$ cat config.mk
export PLATFORM = sky130hd
export DESIGN_NAME = tty_tx_sched_flat
export DESIGN_NICKNAME = d
export VERILOG_FILES = /design/src/rtl/tty_tx_sched_pkg.sv /design/src/rtl/tty_tx_sched_if.sv /design/src/rtl/tty_tx_sched_arb2.sv /design/src/rtl/tty_tx_sched.sv /design/src/flat_wrapper.sv
export SDC_FILE = /design/constraint.sdc
export NUM_CORES = 1
export LEC_CHECK = 0
export CORE_MARGIN = 2
export CORE_UTILIZATION = 39
export DETAILED_ROUTE_END_ITERATION = 6
export MAX_ROUTING_LAYER = met4
export PLACE_DENSITY_LB_ADDON = 0.05
export SLEW_MARGIN = 15
export SYNTH_ARGS = -nofsm -noshare
export SYNTH_HDL_FRONTEND = slang
export SYNTH_SLANG_ARGS = --single-unit
$ cat constraint.sdc
create_clock -name clk -period 2.26 [get_ports clk]
set_input_delay 0.339 -clock clk [delete_from_list [all_inputs] [get_ports clk]]
set_output_delay 0.339 -clock clk [all_outputs]
set_load 0.05 [all_outputs]
$ cat src/rtl/tty_tx_sched_pkg.sv
// -----------------------------------------------------------------------------
// tty_sched_pkg
// Shared definitions for the teletype transmit scheduler slice:
//   - state_t      : scheduler FSM encoding (IDLE=0, CLR=1, SET=2, WAIT=3)
//   - SRC_CPU/ECHO : source index constants (CPU DATAO = 0, echo/debug = 1)
//   - TIMEOUT_W_DEF: default width of the WAIT watchdog counter
//   - onehot_to_src: converts a two-way one-hot grant into a source index
// -----------------------------------------------------------------------------
package tty_sched_pkg;

   typedef enum logic [1:0] {
      ST_IDLE = 2'd0,
      ST_CLR  = 2'd1,
      ST_SET  = 2'd2,
      ST_WAIT = 2'd3
   } state_t;

   localparam logic SRC_CPU  = 1'b0;
   localparam logic SRC_ECHO = 1'b1;

   localparam int TIMEOUT_W_DEF = 20;

   // Only bit 1 distinguishes the echo source; an all-zero grant maps to CPU.
   function automatic logic onehot_to_src(input logic [1:0] oh);
      return oh[1];
   endfunction

endpackage

$ cat src/rtl/tty_tx_sched_if.sv
// -----------------------------------------------------------------------------
// tty_tx_sched_if
// Bundles the two character-source handshakes, the tto transmitter controls
// and the scheduler status lines.
//   master modport : source/transmitter side (drives valid, data, tto_done,
//                    timeout_clr; observes ready, pulses, tto_iob, status)
//   slave modport  : scheduler side (the reverse directions)
// -----------------------------------------------------------------------------
interface tty_tx_sched_if;

   logic       req0_valid;
   logic [7:0] req0_data;
   logic       req0_ready;
   logic       req1_valid;
   logic [7:0] req1_data;
   logic       req1_ready;
   logic       tto_data_clr;
   logic       tto_data_set;
   logic [7:0] tto_iob;
   logic       tto_done;
   logic       busy;
   logic       grant;
   logic       timeout;
   logic       timeout_clr;

   modport master (
      output req0_valid, req0_data, req1_valid, req1_data, tto_done, timeout_clr,
      input  req0_ready, req1_ready, tto_data_clr, tto_data_set, tto_iob,
             busy, grant, timeout
   );

   modport slave (
      input  req0_valid, req0_data, req1_valid, req1_data, tto_done, timeout_clr,
      output req0_ready, req1_ready, tto_data_clr, tto_data_set, tto_iob,
             busy, grant, timeout
   );

endinterface

$ cat src/rtl/tty_tx_sched_arb2.sv
// -----------------------------------------------------------------------------
// tty_arb2
// Two-way arbiter between the CPU and echo character sources.
//   valid0/valid1 : source requests
//   en            : arbitration allowed this cycle (scheduler idle)
//   last          : source that won the previous contention
//   gnt[1:0]      : one-hot grant (bit 0 = CPU, bit 1 = echo), zero if none
// Build option TTY_SCHED_RR_EN: defined selects round-robin on contention
// (the source other than `last` wins); undefined selects fixed priority with
// the CPU source always winning and `last` ignored.
// -----------------------------------------------------------------------------
module tty_arb2
   import tty_sched_pkg::*;
(
   input  logic       valid0,
   input  logic       valid1,
   input  logic       en,
   input  logic       last,
   output logic [1:0] gnt
);

   // Grant selection: single requester always wins, contention by policy.
   always_comb begin
      gnt = 2'b00;
      if (!en) begin
         gnt = 2'b00;
      end else if (valid0 && valid1) begin
`ifdef TTY_SCHED_RR_EN
         if (last == SRC_CPU) begin
            gnt = 2'b10;
         end else begin
            gnt = 2'b01;
         end
`else
         gnt = 2'b01;
`endif
      end else if (valid0) begin
         gnt = 2'b01;
      end else if (valid1) begin
         gnt = 2'b10;
      end else begin
         gnt = 2'b00;
      end
   end

`ifndef TTY_SCHED_RR_EN
   // Fixed priority has no use for the history input.
   logic unused_last;
   assign unused_last = last;
`endif

endmodule

$ cat src/rtl/tty_tx_sched.sv
// -----------------------------------------------------------------------------
// tty_tx_sched
// Shares the single tto transmitter between the CPU DATAO source (0) and the
// echo/debug source (1). A character is accepted with a one-cycle ready
// strobe, latched onto tto_iob, followed by a clr pulse then a set pulse, and
// the scheduler then waits for a rising edge of tto_done (or a watchdog
// expiry) before accepting the next character.
// Ports:
//   clk, reset  : clock, synchronous active-high reset
//   bus (slave) : req0/req1 valid/data/ready, tto_data_clr/set, tto_iob,
//                 tto_done, busy, grant, timeout, timeout_clr
// Parameter TIMEOUT_W: watchdog width; expiry after 2^TIMEOUT_W-1 WAIT cycles.
// Build option TTY_SCHED_RR_EN: round-robin on contention (else CPU first).
// -----------------------------------------------------------------------------
module tty_tx_sched
   import tty_sched_pkg::*;
#(
   parameter int TIMEOUT_W = TIMEOUT_W_DEF
) (
   input  logic          clk,
   input  logic          reset,
   tty_tx_sched_if.slave bus
);

   localparam logic [TIMEOUT_W-1:0] WDOG_ZERO = {TIMEOUT_W{1'b0}};
   localparam logic [TIMEOUT_W-1:0] WDOG_ONE  = {{(TIMEOUT_W-1){1'b0}}, 1'b1};

   state_t               state_r;
   state_t               next_state_s;
   logic [1:0]           gnt_s;
   logic                 arb_en_s;
   logic                 accept_s;
   logic                 last_s;
   logic                 done_edge_s;
   logic                 wdog_expire_s;
   logic [TIMEOUT_W-1:0] wdog_r;
   logic [TIMEOUT_W-1:0] wdog_inc_s;
   logic                 done_q_r;
   logic                 clr_r;
   logic                 set_r;
   logic                 busy_r;
   logic                 grant_r;
   logic                 timeout_r;
   logic [7:0]           iob_r;

`ifdef TTY_SCHED_RR_EN
   logic                 last_r;
   logic                 contend_s;

   assign contend_s = bus.req0_valid & bus.req1_valid;
   assign last_s    = last_r;
`else
   assign last_s    = SRC_ECHO;
`endif

   // Arbitration only happens while idle, so ready can never fire elsewhere.
   assign arb_en_s = (state_r == ST_IDLE);

   tty_arb2 u_arb (
      .valid0 (bus.req0_valid),
      .valid1 (bus.req1_valid),
      .en     (arb_en_s),
      .last   (last_s),
      .gnt    (gnt_s)
   );

   assign accept_s = |gnt_s;

   // Completion is a rising edge of the done level while waiting; done_q
   // tracks the level from CLR onwards so a done that is still high from the
   // previous frame cannot be mistaken for completion.
   assign done_edge_s = (state_r == ST_WAIT) & bus.tto_done & ~done_q_r;

   // Expiry is flagged on the cycle the counter would step to all-ones; a
   // done edge in the same cycle takes precedence.
   assign wdog_inc_s    = wdog_r + WDOG_ONE;
   assign wdog_expire_s = (state_r == ST_WAIT) & ~done_edge_s & (&wdog_inc_s);

   // FSM state register.
   always_ff @(posedge clk) begin
      if (reset) begin
         state_r <= ST_IDLE;
      end else begin
         state_r <= next_state_s;
      end
   end

   // FSM next-state logic.
   always_comb begin
      next_state_s = state_r;
      case (state_r)
         ST_IDLE: begin
            if (accept_s) begin
               next_state_s = ST_CLR;
            end else begin
               next_state_s = ST_IDLE;
            end
         end
         ST_CLR:  next_state_s = ST_SET;
         ST_SET:  next_state_s = ST_WAIT;
         ST_WAIT: begin
            if (done_edge_s || wdog_expire_s) begin
               next_state_s = ST_IDLE;
            end else begin
               next_state_s = ST_WAIT;
            end
         end
         default: next_state_s = ST_IDLE;
      endcase
   end

   // Registered pulse and busy outputs, decoded from the state being entered.
   always_ff @(posedge clk) begin
      if (reset) begin
         clr_r  <= 1'b0;
         set_r  <= 1'b0;
         busy_r <= 1'b0;
      end else begin
         clr_r  <= (next_state_s == ST_CLR);
         set_r  <= (next_state_s == ST_SET);
         busy_r <= (next_state_s != ST_IDLE);
      end
   end

   // Character and source capture on accept; held through the transmission.
   always_ff @(posedge clk) begin
      if (reset) begin
         iob_r   <= 8'h00;
         grant_r <= SRC_CPU;
      end else if (accept_s) begin
         iob_r   <= gnt_s[1] ? bus.req1_data : bus.req0_data;
         grant_r <= onehot_to_src(gnt_s);
      end else begin
         iob_r   <= iob_r;
         grant_r <= grant_r;
      end
   end

   // Done-level history: cleared while idle, follows tto_done from CLR on.
   always_ff @(posedge clk) begin
      if (reset) begin
         done_q_r <= 1'b0;
      end else if (state_r == ST_IDLE) begin
         done_q_r <= 1'b0;
      end else begin
         done_q_r <= bus.tto_done;
      end
   end

   // Watchdog counter: zeroed by the set pulse, counts WAIT cycles.
   always_ff @(posedge clk) begin
      if (reset) begin
         wdog_r <= WDOG_ZERO;
      end else if (state_r == ST_SET) begin
         wdog_r <= WDOG_ZERO;
      end else if (state_r == ST_WAIT) begin
         wdog_r <= wdog_inc_s;
      end else begin
         wdog_r <= wdog_r;
      end
   end

   // Sticky timeout flag; a new expiry wins over a simultaneous clear.
   always_ff @(posedge clk) begin
      if (reset) begin
         timeout_r <= 1'b0;
      end else if (wdog_expire_s) begin
         timeout_r <= 1'b1;
      end else if (bus.timeout_clr) begin
         timeout_r <= 1'b0;
      end else begin
         timeout_r <= timeout_r;
      end
   end

`ifdef TTY_SCHED_RR_EN
   // Round-robin history: only contended grants move the pointer, so the
   // first contention after reset goes to the CPU source.
   always_ff @(posedge clk) begin
      if (reset) begin
         last_r <= SRC_ECHO;
      end else if (accept_s && contend_s) begin
         last_r <= onehot_to_src(gnt_s);
      end else begin
         last_r <= last_r;
      end
   end
`endif

   assign bus.req0_ready   = gnt_s[0];
   assign bus.req1_ready   = gnt_s[1];
   assign bus.tto_data_clr = clr_r;
   assign bus.tto_data_set = set_r;
   assign bus.tto_iob      = iob_r;
   assign bus.busy         = busy_r;
   assign bus.grant        = grant_r;
   assign bus.timeout      = timeout_r;

endmodule
$ cat src/flat_wrapper.sv
// flat-port wrapper written by rule: the top's interface ports become plain ports
module tty_tx_sched_flat import tty_sched_pkg::*;
#(
   parameter int TIMEOUT_W = TIMEOUT_W_DEF
)
  (clk, reset, bus_req0_valid, bus_req0_data, bus_req1_valid, bus_req1_data, bus_tto_done, bus_timeout_clr, bus_req0_ready, bus_req1_ready, bus_tto_data_clr, bus_tto_data_set, bus_tto_iob, bus_busy, bus_grant, bus_timeout);
  tty_tx_sched_if bus_i ();
  input  logic clk;
  input  logic reset;
  input wire logic [$bits(bus_i.req0_valid)-1:0] bus_req0_valid;
  input wire logic [$bits(bus_i.req0_data)-1:0] bus_req0_data;
  input wire logic [$bits(bus_i.req1_valid)-1:0] bus_req1_valid;
  input wire logic [$bits(bus_i.req1_data)-1:0] bus_req1_data;
  input wire logic [$bits(bus_i.tto_done)-1:0] bus_tto_done;
  input wire logic [$bits(bus_i.timeout_clr)-1:0] bus_timeout_clr;
  output wire logic [$bits(bus_i.req0_ready)-1:0] bus_req0_ready;
  output wire logic [$bits(bus_i.req1_ready)-1:0] bus_req1_ready;
  output wire logic [$bits(bus_i.tto_data_clr)-1:0] bus_tto_data_clr;
  output wire logic [$bits(bus_i.tto_data_set)-1:0] bus_tto_data_set;
  output wire logic [$bits(bus_i.tto_iob)-1:0] bus_tto_iob;
  output wire logic [$bits(bus_i.busy)-1:0] bus_busy;
  output wire logic [$bits(bus_i.grant)-1:0] bus_grant;
  output wire logic [$bits(bus_i.timeout)-1:0] bus_timeout;
  assign bus_i.req0_valid = bus_req0_valid;
  assign bus_i.req0_data = bus_req0_data;
  assign bus_i.req1_valid = bus_req1_valid;
  assign bus_i.req1_data = bus_req1_data;
  assign bus_i.tto_done = bus_tto_done;
  assign bus_i.timeout_clr = bus_timeout_clr;
  assign bus_req0_ready = bus_i.req0_ready;
  assign bus_req1_ready = bus_i.req1_ready;
  assign bus_tto_data_clr = bus_i.tto_data_clr;
  assign bus_tto_data_set = bus_i.tto_data_set;
  assign bus_tto_iob = bus_i.tto_iob;
  assign bus_busy = bus_i.busy;
  assign bus_grant = bus_i.grant;
  assign bus_timeout = bus_i.timeout;
  tty_tx_sched #(.TIMEOUT_W(TIMEOUT_W)) u_core (.clk(clk), .reset(reset), .bus(bus_i));
endmodule
-- Yosys cells after proc, flatten, opt, wreduce, memory -nomap -nowiden
Cells that the tools add are included.
- mux-type cells: 10
- equality and inequality tests: 5
- $add $sub $neg: 1
- reduce and logical (&&, ||, !) cells: 9
- bitwise gates (word level): 6
- operator list (operator ; count):
    20-bit by 1-bit adder with 20-bit output, second input constant ; 1
    20-bit AND reduction ; 1
    2-bit 2-to-1 mux ; 5
    8-bit 2-to-1 mux ; 1
    2-bit case mux with 4 select lines ; 1
    2-bit == test, second input constant ; 3
    2-bit OR reduction ; 3
    1-bit bitwise AND ; 4
    2-bit by 1-bit == test with 1-bit output, second input constant ; 2
    2-bit nonzero test ; 2
    1-bit 2-to-1 mux ; 3
    2-bit logical NOT ; 1
    1-bit inverter ; 2
    1-bit logical AND ; 1
    1-bit logical OR ; 1
- register bits: 36
- word-level logic and storage cells: 40

-- Logic depth before layout (Yosys ltp)
Gate-level depths: netlist of the first run.
- word-level depth: 10
- depth in mapped cells: 8

-- Modules after synthesis
From an unflattened synthesis of the first run, not the netlist that was laid out.
- cell total of the unflattened synthesis: 248
- area total of the unflattened synthesis: 1900.6 um2
- modules (own cells, without submodules) (module ; area an instance (um2) ; cells each ; seq. area each (um2) ; times used):
    tty_tx_sched ; 1884.3 ; 246 ; 720.7 ; 1
    tty_arb2 ; 16.3 ; 2 ; 0.0 ; 1

-- Worst setup path before layout of the first run
OpenSTA, ideal clock, no wires.
- path kind: register -> register
- start: register u_core.wdog_r[0]
- end: register u_core.state_r[0]
- data required time: 2122 ps
- path buffers: 1
- period minus slack after synthesis: 2112 ps
- arrival: 1974 ps
- path slack: 148 ps
- cell stages (with the launch flop): 9
- cells stage by stage: dfxtp_1 > ha_1 > clkbuf_1 > nand4_1 > nor4_4 > xnor2_1 > a211o_1 > nor4_4 > a211oi_1
- longest elaborated chain between the ends: 6
- RTL lines (item ; RTL line ; RTL):
    start: declaration ; tty_tx_sched.sv:36 ; logic [TIMEOUT_W-1:0] wdog_r;
    start signal: assignment ; tty_tx_sched.sv:157 ; wdog_r <= wdog_inc_s;
    start signal: assignment ; tty_tx_sched.sv:159 ; wdog_r <= wdog_r;
    20-bit by 1-bit adder with 20-bit output ; tty_tx_sched.sv:76 ; assign wdog_inc_s = wdog_r + WDOG_ONE;
    20-bit AND reduction ; tty_tx_sched.sv:77 ; assign wdog_expire_s = (state_r == ST_WAIT) & ~done_edge_s & (&wdog_inc_s);
    1-bit bitwise AND ; tty_tx_sched.sv:77 ;
    1-bit logical OR ; tty_tx_sched.sv:102 ; if (done_edge_s || wdog_expire_s) begin
    2-bit 2-to-1 mux ; tty_tx_sched.sv:102 ;
    2-bit case mux with 4 select lines ; tty_tx_sched.sv:91 ; case (state_r)
    end signal: assignment ; tty_tx_sched.sv:84 ; state_r <= next_state_s;
    end: declaration ; tty_tx_sched.sv:28 ; state_t state_r;
No other way between the ends.
A chain may end at the register's enable or synchronous reset.

-- Worst setup path in the final report of the first run
- start: register u_core.wdog_r[4]
- end: register u_core.timeout_r (netlist: u_core.bus.timeout)
- longest elaborated chain between the ends: 4
- elaborated cells on any way between the ends: 5
- classes of those cells: 1 x add/sub; 1 x mux; 1 x bitwise; 2 x reduce/logical
- RTL lines (item ; RTL line ; RTL):
    20-bit by 1-bit adder with 20-bit output (*) ; tty_tx_sched.sv:76 ;
    20-bit AND reduction (*) ; tty_tx_sched.sv:77 ;
    1-bit bitwise AND (*) ; tty_tx_sched.sv:77 ;
    1-bit 2-to-1 mux / 2-bit nonzero test (equally long branches) ; - ;
    end signal: assignment ; tty_tx_sched.sv:172 ; timeout_r <= timeout_r;
    end: declaration ; tty_tx_sched.sv:43 ; logic timeout_r;
Mark *: on every way between the ends. The rest lies on a longest branch, timed or not.

==> flow_metrics.env, run 1 <==
export IMPL_cts_buffers=5
export IMPL_viasPerCell=5.18
export IMPL_root_buffer="clkbuf_8"
export IMPL_numPortBuffers=36
export IMPL_dr_first_iter_drc_count=151
export IMPL_finalSetupTns_ns=0
export IMPL_synth_top_flop_cell="dfxtp_1"
export IMPL_gr_total_overflow=0
export IMPL_setup_violations_final=0
export IMPL_maxCapViolations=0
export IMPL_yosysWarnings=0
export IMPL_area_growth_pct=33.8
export IMPL_cts_setup_buffers=0
export IMPL_ys_seq_area_share_pct=36.8
export IMPL_cts_hold_buf=0
export IMPL_min_path_type="flip-flop to flip-flop"
export IMPL_timing_final_crit_share_pct=92.2
export IMPL_synth_seq_cells=36
export IMPL_avgSynthCellArea_um2=8.06
export IMPL_die_area_mm2=0.00561
export IMPL_routed_wl_um=4880
export IMPL_slew_headroom_pct=57.3
export IMPL_status="finished clean"
export IMPL_h_tree_depth=2
export IMPL_clkSlewWorstSetupHoldPaths_ns=0.08
export IMPL_fin_nets=310
export IMPL_rsz0062_at_grt="false"
export IMPL_tightestPinTransition_ns=0.639
export IMPL_cts_max_path_buffers=2
export IMPL_post_dp_hpwl_um=3570
export IMPL_grt_pass1_wl_um=7960
export IMPL_die_w_um=74.9
export IMPL_dieHeight_um=74.9
export IMPL_clock_power_share_pct=29.9
export IMPL_netlist_instances=243
export IMPL_firstDrtPassIters=5
export IMPL_ys_types=49
export IMPL_antenna_found_initial=0
export IMPL_fmax_ghz=0.480
export IMPL_gp_congestion=0.918
export IMPL_start_util_pct=40.9
export IMPL_power_internal_mw=1.69
export IMPL_drc=0
export IMPL_coreArea_mm2=0.00479
export IMPL_synth_nets=267
export IMPL_cts_tree="built"
export IMPL_critPathLaunch="u_core.wdog_r[4]$_SDFFE_PP0N_"
export IMPL_combPwrFrac_pct=40.3
export IMPL_seqPwrFrac_pct=29.8
export IMPL_grt_total_usage_pct=19.2
export IMPL_critical_path_class="flip-flop to flip-flop"
export IMPL_worstReg2RegStart="u_core.wdog_r[4]$_SDFFE_PP0N_"
export IMPL_p_total_mw=2.69
export IMPL_synth_edff_count=0
export IMPL_fin_skew_ns=0.00837
export IMPL_power_density_mw_per_mm2=1020
export IMPL_finalCoreUtilization_pct=54.8
export IMPL_route_antenna_remaining_nets=0
export IMPL_clock_latency_ns=0.30
export IMPL_layout_commonest_cell="nor2_1"
export IMPL_period_minus_slack_ns=2.08
export IMPL_drive_above_1_share_pct=13.9
export IMPL_vias=1833
export IMPL_design_area_mm2=0.00262
export IMPL_startpoint_type="flip-flop"
export IMPL_hp_start="u_core.bus.timeout$_SDFFE_PP0P_"
export IMPL_drv_slew=0
export IMPL_io_pins=37
export IMPL_power_leakage_nw=0.972
export IMPL_num_rows=25
export IMPL_ir_worst_vdd_mv=0.619
export IMPL_switchingPower_mw=0.993
export IMPL_first_global_vias=1594
export IMPL_cts_sinks=36
export IMPL_end_kind="flip-flop"
export IMPL_n_fill_cell=450
export IMPL_wire_per_inst_um=13.8
export IMPL_holdWs_ns=0.486
export IMPL_hold_viol=0
export IMPL_p_sw_share_pct=37.0
export IMPL_synth_cell_area_mm2=0.00196
export IMPL_multi_input_area_mm2=0.00113
export IMPL_rrSetupSlack_ns=0.18
export IMPL_worstPathRequired_ns=2.50
export IMPL_arrival_ns=2.32
export IMPL_seq_area_um2=724
export IMPL_postPlaceCellArea_mm2=0.00245
export IMPL_antenna_cells=0
export IMPL_synthArstFlopShare_pct=0
export IMPL_final_cell_mix="nor2_1, clkdlybuf4s50_1, dfxtp_1"
export IMPL_grt_start_max_net_pins=22
export IMPL_crit_fanout=7
[sequential cells by signal, indices dropped and copies added, names as in the netlist]
register / cells
u_core.state_r: 2
u_core.bus.grant: 1
u_core.bus.tto_iob: 8
u_core.bus.tto_data_set: 1
u_core.bus.tto_data_clr: 1
u_core.wdog_r: 20
u_core.bus.busy: 1
u_core.done_q_r: 1
u_core.bus.timeout: 1
[per-layer routing]
| metal | share of wire, % | global-route usage [%] |
|---|---|---|
| met1 | 52 | 28.7 |
| met2 | 42 | 25.2 |
| met3 | 5.3 | 4.42 |
| met4 | 1.2 | 5.95 |
| met5 | 0 | - |
[what timing repair did]
action | 4_1_cts | 5_1_grt
gates resized for setup | 0 | 4
setup endpoints to repair | 0 | 4
hold endpoints to repair | 0 | 0
[cell families (layout without fill, tap and decap cells)]
logic type | Yosys count | count (layout) | synth area share (%)
compound gates | 57 | 57 | 18.5
mux | 8 | 8 | 4.09
flops | 36 | 36 | 36.8
buf+inv | 22 | 66 | 5.94
xor+xnor | 8 | 8 | 3.96
fa+ha+maj | 2 | 2 | 1.28
simple gates | 110 | 110 | 29.5
[Yosys cell counts, types with 2 or more instances]
| cell | number | area [um^2] |
|---|---|---|
| nand3_1 | 10 | 50.1 |
| o22ai_1 | 2 | 12.5 |
| nor3_1 | 13 | 65.1 |
| a21oi_1 | 18 | 90.1 |
| xor2_1 | 3 | 26.3 |
| clkbuf_1 | 10 | 37.5 |
| buf_6 | 2 | 22.5 |
| and3_1 | 2 | 12.5 |
| nand2_1 | 24 | 90.1 |
| nor4_4 | 2 | 42.5 |
| and4_1 | 2 | 17.5 |
| mux2i_1 | 8 | 80.1 |
| nor2_1 | 39 | 146 |
| nor4_1 | 2 | 12.5 |
| o21ai_0 | 11 | 55.1 |
| inv_1 | 4 | 15.0 |
| and2_1 | 2 | 12.5 |
| a211oi_1 | 9 | 67.6 |
| ha_1 | 2 | 25.0 |
| a31oi_1 | 3 | 18.8 |
| nand4b_1 | 2 | 17.5 |
| dfxtp_1 | 36 | 721 |
| buf_4 | 2 | 15.0 |
| xnor2_1 | 4 | 35.0 |
| a22oi_1 | 4 | 30.0 |
| nand4_1 | 3 | 18.8 |
| a311oi_1 | 2 | 17.5 |
[metrics by stage]
| stage | setup slack (ns) | cells |
|---|---|---|
| 2_1_floorplan | 0.148 | 243 |
| 3_3_place_gp | 0.206 | 346 |
| 3_5_place_dp | 0.152 | 346 |
| 4_1_cts | 0.139 | 354 |
| 5_1_grt | 0.0166 | 354 |
| 6_report | 0.177 | 354 |
[cell type report]
cell class	instances	area share (%)
multi-input combinational	185	43.0
sequential	36	27.6
timing repair buffer	53	19.4
clock inverter	3	3.44
tap	67	3.20
clock buffer	5	2.62
inverter	5	0.716
[worst max-delay path: stages, from the launching register on]
cell     delay [ns]
dfxtp_1        0.48
and3_1         0.24
nand4_1        0.24
xor2_1         0.22
a211o_1        0.28
nor4_4         0.37
a22o_1         0.19
[power by group through the flow]
stage	Combinational, mW	Clock (mW)	Sequential [mW]
2_1_floorplan	0.453	0	1.04
6_report	1.08	0.804	0.802
3_5_place_dp	1.08	0	0.816
5_1_grt	1.17	0.840	0.818
4_1_cts	1.09	0.815	0.802
3_3_place_gp	1.09	0	0.814
[worst paths after layout]
check / end / cells after the start
max reg2reg: u_core.bus.timeout$_SDFFE_PP0P_ / 6
min reg2reg: u_core.bus.timeout$_SDFFE_PP0P_ / 1
max: u_core.bus.timeout$_SDFFE_PP0P_ / 6
min: u_core.bus.timeout$_SDFFE_PP0P_ / 1
(Power assumes the default switching activity.)
==> run 2: changes to the inputs <==
Settings changed: ABC_CLOCK_PERIOD_IN_PS from default to 2260, CORE_UTILIZATION 39 to 47.
==> run 2 against run 1 <==
Sequential share of layout area up 1.0 points; count of clock-buffer cells in the layout is 2 higher; clock power is 39% lower; sequential power about the same; power is 12% lower; non-clock buffer count shrank 2; die area decreased by 16%; critical endpoint unchanged; largest power group unchanged; highest routed layer unchanged.
==> flow_metrics.env, run 2 (synthesized netlist as in run 1, its figures left out) <==
export IMPL_rrSetupSlack_ns=0.15
export IMPL_first_global_vias=1649
export IMPL_clkSlewWorstSetupHoldPaths_ns=0.07
export IMPL_crit_fanout=9
export IMPL_cts_setup_buffers=0
export IMPL_end_kind="flip-flop"
export IMPL_routed_wl_um=4600
export IMPL_drive_above_1_share_pct=11.6
export IMPL_num_rows=23
export IMPL_clock_latency_ns=0.29
export IMPL_post_dp_hpwl_um=3400
export IMPL_postPlaceCellArea_mm2=0.00242
export IMPL_cts_tree="built"
export IMPL_fin_cells=334
export IMPL_wire_per_inst_um=13.8
export IMPL_rsz0062_at_grt="false"
export IMPL_dpl_cell_count=327
export IMPL_grt_total_usage_pct=22.6
export IMPL_switchingPower_mw=0.960
export IMPL_status="finished clean"
export IMPL_antenna_cells=0
export IMPL_arrival_ns=2.34
export IMPL_io_pins=37
export IMPL_root_buffer="clkbuf_8"
export IMPL_fin_nets=308
export IMPL_drv_slew=0
export IMPL_final_cell_mix="nor2_1, dfxtp_1, clkdlybuf4s50_1"
export IMPL_grt_busiest_layer="met2"
export IMPL_numPortBuffers=36
export IMPL_worstPathRequired_ns=2.49
export IMPL_cts_hold_buf=0
export IMPL_dieHeight_um=68.6
export IMPL_power_internal_mw=1.41
export IMPL_use_met2_pct=32.7
export IMPL_h_tree_depth=2
export IMPL_ir_worst_vdd_mv=0.495
export IMPL_fmax_ghz=0.474
export IMPL_critical_path_class="flip-flop to flip-flop"
export IMPL_cts_sinks=36
export IMPL_use_met3_pct=6.33
export IMPL_coreArea_mm2=0.00400
export IMPL_worstReg2RegStart="u_core.wdog_r[2]$_SDFFE_PP0N_"
export IMPL_grt_pass1_wl_um=7720
export IMPL_fin_skew_ns=0.00289
export IMPL_die_w_um=68.6
export IMPL_dr_first_iter_drc_count=114
export IMPL_layout_commonest_cell="nor2_1"
export IMPL_grtUsageMet1_pct=31.2
export IMPL_power_density_mw_per_mm2=942
export IMPL_combPwrFrac_pct=45.4
export IMPL_maxCapViolations=0
export IMPL_n_fill_cell=353
export IMPL_critPathLaunch="u_core.wdog_r[2]$_SDFFE_PP0N_"
export IMPL_grt_start_max_net_pins=19
export IMPL_area_growth_pct=28.3
export IMPL_tightestPinTransition_ns=0.658
export IMPL_finalSetupTns_ns=0
export IMPL_period_minus_slack_ns=2.11
export IMPL_p_sw_share_pct=40.5
export IMPL_hp_start="u_core.bus.timeout$_SDFFE_PP0P_"
export IMPL_cts_max_path_buffers=2
export IMPL_drc=0
export IMPL_startpoint_type="flip-flop"
export IMPL_antenna_found_initial=0
export IMPL_gp_congestion=0.843
export IMPL_gr_total_overflow=0
export IMPL_p_total_mw=2.37
export IMPL_largest_reg_flops=20
export IMPL_start_util_pct=49.0
export IMPL_seqPwrFrac_pct=33.9
export IMPL_crit_path_cell_trace="and4_1 -> and2_1 -> a31oi_1 -> a211o_1 -> nor4_4 -> a22o_1"
export IMPL_cts_buffers=5
export IMPL_timing_final_crit_share_pct=93.3
export IMPL_cp_num_buf_inv=0
export IMPL_setup_violations_final=0
export IMPL_cts_resized=0
export IMPL_vias=1847
export IMPL_design_area_mm2=0.00251
export IMPL_slowest_stage="dfxtp_1"
export IMPL_hold_viol=0
export IMPL_firstDrtPassIters=4
export IMPL_clock_power_share_pct=20.8
export IMPL_route_antenna_remaining_nets=0
export IMPL_largest_register="u_core.wdog_r"
export IMPL_viasPerCell=5.53
export IMPL_power_leakage_nw=0.933
export IMPL_die_area_mm2=0.00470
export IMPL_crit_family="simple AND/OR/NAND/NOR gates"
export IMPL_min_path_type="flip-flop to flip-flop"
export IMPL_slew_headroom_pct=56.1
export IMPL_slowest_delay_ns=0.47
## run 2: changes by cell type in the layout (fill, tap and decap cells not counted), sizes merged
cell,delta
clkbuf,+2
bufinv,-3
buf,-2
## run 2: worst paths after layout
check,end,cells past startpoint
worst max-delay path,u_core.bus.timeout$_SDFFE_PP0P_,6
worst min-delay path,u_core.bus.timeout$_SDFFE_PP0P_,1
worst max register to register,u_core.bus.timeout$_SDFFE_PP0P_,6
worst min register to register,u_core.bus.timeout$_SDFFE_PP0P_,1
## run 2: routing by layer
metal	up-vias	wire (um)
met5	-	0
met4	0	56
met3	6	242
met2	38	2030
met1	847	2260
li1	956	-
## run 2: through the flow
step	setup WS (ns)	utilization (%)	hold WS, ns
finish	0.151	62.8	0.483
global route	0.00612	62.8	0.494
CTS	0.163	62.8	0.483
detailed placement	0.191	60.4	0.462
global placement	0.216	60.4	0.469
floorplan	0.148	-	0.462
## run 2: area by class of cell
type	count	area (um^2)	share of cell area (%)
well taps	50	62.6	2.49
repair buffers	51	493	19.6
flip-flops and latches	36	721	28.7
inverters	5	18.8	0.747
multi-input cells	185	1120	44.6
clock buffers	7	96.3	3.83
## run 2: power groups by stage
stage	logic, mW	registers, mW	clock network (mW)
4_1_cts	1.08	0.803	0.502
3_5_place_dp	1.07	0.818	0
5_1_grt	1.17	0.815	0.531
3_3_place_gp	1.07	0.815	0
6_report	1.07	0.802	0.492
2_1_floorplan	0.453	1.04	0
## run 2: worst register-to-register path, stage by stage (launching register included)
cell	delay, ns
dfxtp_1	0.47
and4_1	0.32
and2_1	0.28
a31oi_1	0.11
a211o_1	0.30
nor4_4	0.36
a22o_1	0.20
==> run 3: changes to the inputs <==
Settings changed: GPL_ROUTABILITY_DRIVEN from default to 0.
==> results of run 3 <==
No change in the layout: final DEF, timing and power equal those of run 2.
